## src/rtl/fifo_pkg.sv

```systemverilog
// ----------------------------------------------------------------------------
// fifo_pkg
// Shared definitions for the 8-entry FIFO controller: state encodings (also
// used by the next-state logic), the default pointer width and derived depth.
// ----------------------------------------------------------------------------
package fifo_pkg;

    localparam int FIFO_ADDR_W = 3;
    localparam int DEPTH       = 2 ** FIFO_ADDR_W;

    typedef enum logic [2:0] {
        ST_INIT   = 3'b000,
        ST_WRITE  = 3'b001,
        ST_READ   = 3'b010,
        ST_NO_OP  = 3'b011,
        ST_WR_ERR = 3'b101,
        ST_RD_ERR = 3'b110
    } state_e;

endpackage : fifo_pkg

```

## src/rtl/fifo_flag_dec.sv

```systemverilog
// ----------------------------------------------------------------------------
// fifo_flag_dec
// Combinational occupancy decode: data_count -> full / empty.
// Ports:
//   data_count : in,  ADDR_W+1 bits, occupied entries (0..2^ADDR_W)
//   full       : out, data_count == 2^ADDR_W
//   empty      : out, data_count == 0
// ----------------------------------------------------------------------------
module fifo_flag_dec
    import fifo_pkg::*;
#(
    parameter int ADDR_W = FIFO_ADDR_W
) (
    input  logic [ADDR_W:0] data_count,
    output logic            full,
    output logic            empty
);

    // 2^ADDR_W is just the MSB of the count set with all lower bits clear.
    assign full  = (data_count == {1'b1, {ADDR_W{1'b0}}});
    assign empty = (data_count == '0);

endmodule : fifo_flag_dec

```

## src/rtl/fifo_ptr_ctrl.sv

```systemverilog
// ----------------------------------------------------------------------------
// fifo_ptr_ctrl
// Sequential back end of the FIFO controller. Registers the next-state code,
// moves head/tail pointers and the occupancy count, and drives registered
// memory strobes plus handshake status.
// Optional feature macro: FIFO_ERR_CNT_EN -- when defined, err_cnt counts
// error events (saturating at 255); otherwise err_cnt is tied to 0.
// Ports:
//   clk, reset        : clock, async active-high reset
//   next_state [2:0]  : state code from the next-state logic
//   state      [2:0]  : registered current state
//   data_count        : occupied entries, ADDR_W+1 bits
//   head, tail        : read / write pointers
//   we, wr_addr       : registered memory write strobe and address
//   re, rd_addr       : registered memory read strobe and address
//   wr_ack, wr_err    : write handshake status pulses
//   rd_ack, rd_err    : read handshake status pulses
//   full, empty       : combinational decode of data_count
//   err_cnt    [7:0]  : error event count
// ----------------------------------------------------------------------------
module fifo_ptr_ctrl
    import fifo_pkg::*;
#(
    parameter int ADDR_W = FIFO_ADDR_W
) (
    input  logic              clk,
    input  logic              reset,
    input  logic [2:0]        next_state,
    output logic [2:0]        state,
    output logic [ADDR_W:0]   data_count,
    output logic [ADDR_W-1:0] head,
    output logic [ADDR_W-1:0] tail,
    output logic              we,
    output logic [ADDR_W-1:0] wr_addr,
    output logic              re,
    output logic [ADDR_W-1:0] rd_addr,
    output logic              wr_ack,
    output logic              wr_err,
    output logic              rd_ack,
    output logic              rd_err,
    output logic              full,
    output logic              empty,
    output logic [7:0]        err_cnt
);

    fifo_flag_dec #(.ADDR_W(ADDR_W)) u_flag_dec (
        .data_count (data_count),
        .full       (full),
        .empty      (empty)
    );

    // NOTE: sequential state uses non-blocking assignments so every register
    // samples pre-edge values, independent of statement order.
    always_ff @(posedge clk or posedge reset) begin
        if (reset) begin
            state      <= ST_INIT;
            data_count <= '0;
            head       <= '0;
            tail       <= '0;
            we         <= 1'b0;
            wr_addr    <= '0;
            re         <= 1'b0;
            rd_addr    <= '0;
            wr_ack     <= 1'b0;
            wr_err     <= 1'b0;
            rd_ack     <= 1'b0;
            rd_err     <= 1'b0;
        end else begin
            // NOTE: strobes default low here, so each one is a single-cycle
            // pulse unless a qualifying branch below raises it.
            we     <= 1'b0;
            re     <= 1'b0;
            wr_ack <= 1'b0;
            wr_err <= 1'b0;
            rd_ack <= 1'b0;
            rd_err <= 1'b0;

            case (next_state)
                ST_WRITE: begin
                    state <= ST_WRITE;
                    if (!full) begin
                        tail       <= tail + 1'b1;
                        data_count <= data_count + 1'b1;
                        we         <= 1'b1;
                        wr_addr    <= tail;
                        wr_ack     <= 1'b1;
                    end else begin
                        wr_err <= 1'b1;
                    end
                end
                ST_READ: begin
                    state <= ST_READ;
                    if (!empty) begin
                        head       <= head + 1'b1;
                        data_count <= data_count - 1'b1;
                        re         <= 1'b1;
                        rd_addr    <= head;
                        rd_ack     <= 1'b1;
                    end else begin
                        rd_err <= 1'b1;
                    end
                end
                ST_WR_ERR: begin
                    state  <= ST_WR_ERR;
                    wr_err <= 1'b1;
                end
                ST_RD_ERR: begin
                    state  <= ST_RD_ERR;
                    rd_err <= 1'b1;
                end
                ST_INIT:  state <= ST_INIT;
                ST_NO_OP: state <= ST_NO_OP;
                // Unused codes (and X) park in NO_OP with nothing else moving.
                default:  state <= ST_NO_OP;
            endcase
        end
    end

`ifdef FIFO_ERR_CNT_EN
    logic err_event;

    // Same conditions that raise wr_err / rd_err in the register block above.
    assign err_event = (next_state == ST_WRITE  && full)  ||
                       (next_state == ST_READ   && empty) ||
                       (next_state == ST_WR_ERR)          ||
                       (next_state == ST_RD_ERR);

    always_ff @(posedge clk or posedge reset) begin
        if (reset) begin
            err_cnt <= '0;
        end else if (err_event && err_cnt != 8'hFF) begin
            err_cnt <= err_cnt + 8'd1;
        end
    end
`else
    assign err_cnt = '0;
`endif

endmodule : fifo_ptr_ctrl

```

## config.mk

```make
export PLATFORM = sky130hd
export DESIGN_NAME = fifo_ptr_ctrl
export DESIGN_NICKNAME = d
export VERILOG_FILES = /design/src/rtl/fifo_pkg.sv /design/src/rtl/fifo_flag_dec.sv /design/src/rtl/fifo_ptr_ctrl.sv
export SDC_FILE = /design/constraint.sdc
export NUM_CORES = 1
export LEC_CHECK = 0
export ABC_AREA = 1
export BUFFER_PORTS_ARGS = -buffer_cell sky130_fd_sc_hd__buf_2
export CAP_MARGIN = 20
export CORE_ASPECT_RATIO = 1.1
export CORE_MARGIN = 1
export CORE_UTILIZATION = 52
export DETAILED_ROUTE_END_ITERATION = 6
export PLACE_DENSITY = 0.84
export SETUP_SLACK_MARGIN = 0.3
export SLEW_MARGIN = 20
export SYNTH_ARGS = -nofsm -noshare
export SYNTH_HDL_FRONTEND = slang
export SYNTH_SLANG_ARGS = --single-unit
```

## constraint.sdc

```tcl
create_clock -name clk -period 3.6 [get_ports clk]
set_input_delay 1.08 -clock clk [delete_from_list [all_inputs] [get_ports clk]]
set_output_delay 1.08 -clock clk [all_outputs]
set_load 0.05 [all_outputs]
```

==> results.yml <==
global_route:
  grt_pass1_vias: 797
  grt.met2_usage_pct: 32.2
  track_usage_pct: 18.7
  overflow: 0
  met1_usage_pct: 22.8
  grt_pass1_wl_um: 3210
  grt_use_met3_pct: 2.16
  busiest_layer: "met2"
  grt_start_max_net_pins: 24
  antenna_found_initial: 0
clocking:
  cts_resized: 0
  cts_buffer_depth: 2
  h-tree-depth: 1
  cts-buffers-inserted: 3
  root_buffer: "clkbuf_4"
  clk_latency_ns: 0.30
  path_clk_slew_ns: 0.12
  cts.sinks: 23
  cts.hold.buffers_added: 0
  postCtsSetupBuffers: 0
  cts_tree: "yes"
setup_path:
  crit_chain: "nor2_2 -> nand2_2 -> inv_1 -> buf_2"
  endpoint_kind: "output port"
  crit_buf_inv: 2
  start_kind: "flip-flop"
  critPathArrivalTime_ns: 1.39
  worst-endpoint-required_ns: 2.52
  critPathTopFamily: "flip-flops"
  cpMaxStageDelayCell: "dfrtp_1"
  critPathMaxStageDelay_ns: 0.47
  cp_max_fo: 6
  crit_type: "flip-flop to output port"
synth:
  syn_area_per_cell_um2: 9.11
  syn_area_um2: 1120
  ys_seq_elements: 23
  ys_types: 20
  synth-seq-area-share_pct: 51.3
  synth_cells: 123
  yosysWarnings: 0
layout:
  final_util_pct: 63.8
  drive_above_1_share_pct: 32.3
  syn_to_final_growth_pct: 15.1
  layoutNonFillerInstCount: 183
  antennaDiodeCount: 0
  nFillCells: 172
  layout.nets: 164
  finalInstanceArea_um2: 1290
power:
  switchingPower_mw: 0.686
  vdd.ir_drop.worst_uv: 557
  sw_frac_of_total_pct: 55.6
  p_clk_share_pct: 9.3
  p_seq_share_pct: 34.9
  power_leakage_nw: 0.765
  p_int_mw: 0.549
  finalPower_mw: 1.23
  power.share.combinational_pct: 55.8
  p_per_area_nw_per_um2: 957
floorplanning:
  num_rows: 17
  dieWidth_um: 46.3
  core_um2: 2020
  io_pins: 40
  die-height_um: 50.7
  initial_core_util_pct: 55.5
  die_area_um2: 2350
job:
  maxCapViolations: 0
placed_design:
  hpwlAfterDp_um: 1420
  numPortBuffers: 31
  routabilityCongestion: 0.754
  placed_cells: 179
  place_area_um2: 1260
timing:
  tns_ns: 0
  slew_violations: 0
  fmax_mhz: 405
  hold_viol: 0
  post-route-period-util_pct: 68.6
  slew_headroom_pct: 45.9
  setup_viol: 0
  worst_slew_pin_slew_ns: 0.811
  rsz0062_at_grt: "false"
  skew_ns: 0.00555
  min_period_ns: 2.47
route:
  first_pass_iters: 4
  via_count: 823
  wire_per_inst_um: 9.89
  finalWirelength_um: 1810
  antenna_left: 0
  viasPerCell: 4.50
  drc: 0
  initialDrtViolationCount: 10
hold_path:
  min_path_type: "flip-flop to flip-flop"
run_status:
  status: "finished, final reports clean"
worst paths after layout:
check	startpoint	end	slack, ns	depth (start not counted)
min in group asynchronous	reset	rd_addr[2]$_DFFE_PP0P_	0.91	2
worst max register to register	data_count[1]$_DFFE_PP0P_	data_count[2]$_DFFE_PP0P_	2.19	9
worst max-delay path	data_count[0]$_DFFE_PP0P_	full	1.13	4
worst min register to register	wr_addr[1]$_DFFE_PP0P_	wr_addr[1]$_DFFE_PP0P_	0.50	2
max in group asynchronous	reset	data_count[1]$_DFFE_PP0P_	2.19	2
worst min-delay path	wr_addr[1]$_DFFE_PP0P_	wr_addr[1]$_DFFE_PP0P_	0.50	2
through the flow:
step / hold WS [ns] / worst slack, ns
after floorplan: 0.756 / 1.24
after global placement: 0.460 / 1.37
after detailed placement: 0.477 / 1.29
after CTS: 0.507 / 1.11
after global routing: 0.521 / 1.03
final: 0.501 / 1.13
routing by layer:
layer | share of wire, % | vias up
li1 | - | 416
met1 | 44 | 375
met2 | 51 | 30
met3 | 4.9 | 2
met4 | 0.66 | 0
met5 | 0 | -
tightest hold or removal path: cells and delay by family (launching register included):
kind,cells,cell delay (ns)
flip-flops,1,0.37
AND/OR/NAND/NOR,2,0.11
synthesized netlist by cell type:
library cell  instances  area [µm²]
nor2_4                2        22.5
o21ai_0               2        10.0
inv_1                14        52.6
nand2_2               5        31.3
nand3_1               3        15.0
conb_1                1        3.75
dfrtp_1              23         576
xnor2_1               1        8.76
inv_4                 1        6.26
a21oi_1               3        15.0
ha_1                  3        37.5
o21ai_1               3        15.0
nand2_4               3        33.8
nor2_1                5        18.8
inv_2                 2        7.51
xor2_1                4        35.0
xnor2_2               1        16.3
nor2_2                1        6.26
nand2_1              36         135
buf_4                10        75.1
state kept, by name (all words and copies together), names as in the netlist:
signal,flops
wr_err,1
rd_ack,1
head,3
tail,3
wr_ack,1
wr_addr,3
state,3
rd_addr,3
data_count,4
rd_err,1
layout by cell type, fill, tap and decap left out:
| cell | synthesis | final |
|---|---|---|
| clkinv_2 | 0 | 1 |
| a21oi_1 | 3 | 3 |
| conb_1 | 1 | 8 |
| buf_2 | 0 | 31 |
| inv_1 | 14 | 14 |
| dfrtp_1 | 23 | 23 |
| inv_4 | 1 | 1 |
| nor2_1 | 5 | 5 |
| nand3_1 | 3 | 3 |
| nand2_2 | 5 | 5 |
| xnor2_1 | 1 | 1 |
| xor2_1 | 4 | 4 |
| inv_2 | 2 | 2 |
| o21ai_0 | 2 | 2 |
| nand2_1 | 36 | 36 |
| nor2_4 | 2 | 2 |
| clkbuf_4 | 0 | 3 |
| o21ai_1 | 3 | 3 |
| nand2_4 | 3 | 3 |
| ha_1 | 3 | 3 |
| xnor2_2 | 1 | 1 |
| nor2_2 | 1 | 1 |
logic make-up after synthesis:
| group | after synthesis | share of synthesized area [%] |
|---|---|---|
| and+or+nand+nor | 55 | 23.4 |
| xor gates and xnor gates | 6 | 5.36 |
| adders and majority gates | 3 | 3.35 |
| AOI/OAI and AO/OA | 8 | 3.57 |
| other | 1 | 0.335 |
| DFF | 23 | 51.3 |
| buffers and inverters | 27 | 12.6 |
power groups by stage:
stage	Combinational [mW]	Clock, mW	Sequential (mW)
after floorplan	0.235	0	0.753
after CTS	0.694	0.120	0.432
after global routing	0.742	0.131	0.447
final	0.688	0.115	0.431
after global placement	0.677	0	0.433
after detailed placement	0.694	0	0.436
cell type report:
cell class	count	area [µm²]	area share [%]
flip-flops and latches	23	576	44.6
multi-input cells	80	430	33.4
repair buffers	31	155	12.0
inverters	17	66.3	5.14
well taps	28	35.0	2.72
clock buffers	3	22.5	1.75
clock inverters	1	5.00	0.388
Power figures use the tool's default switching activity.
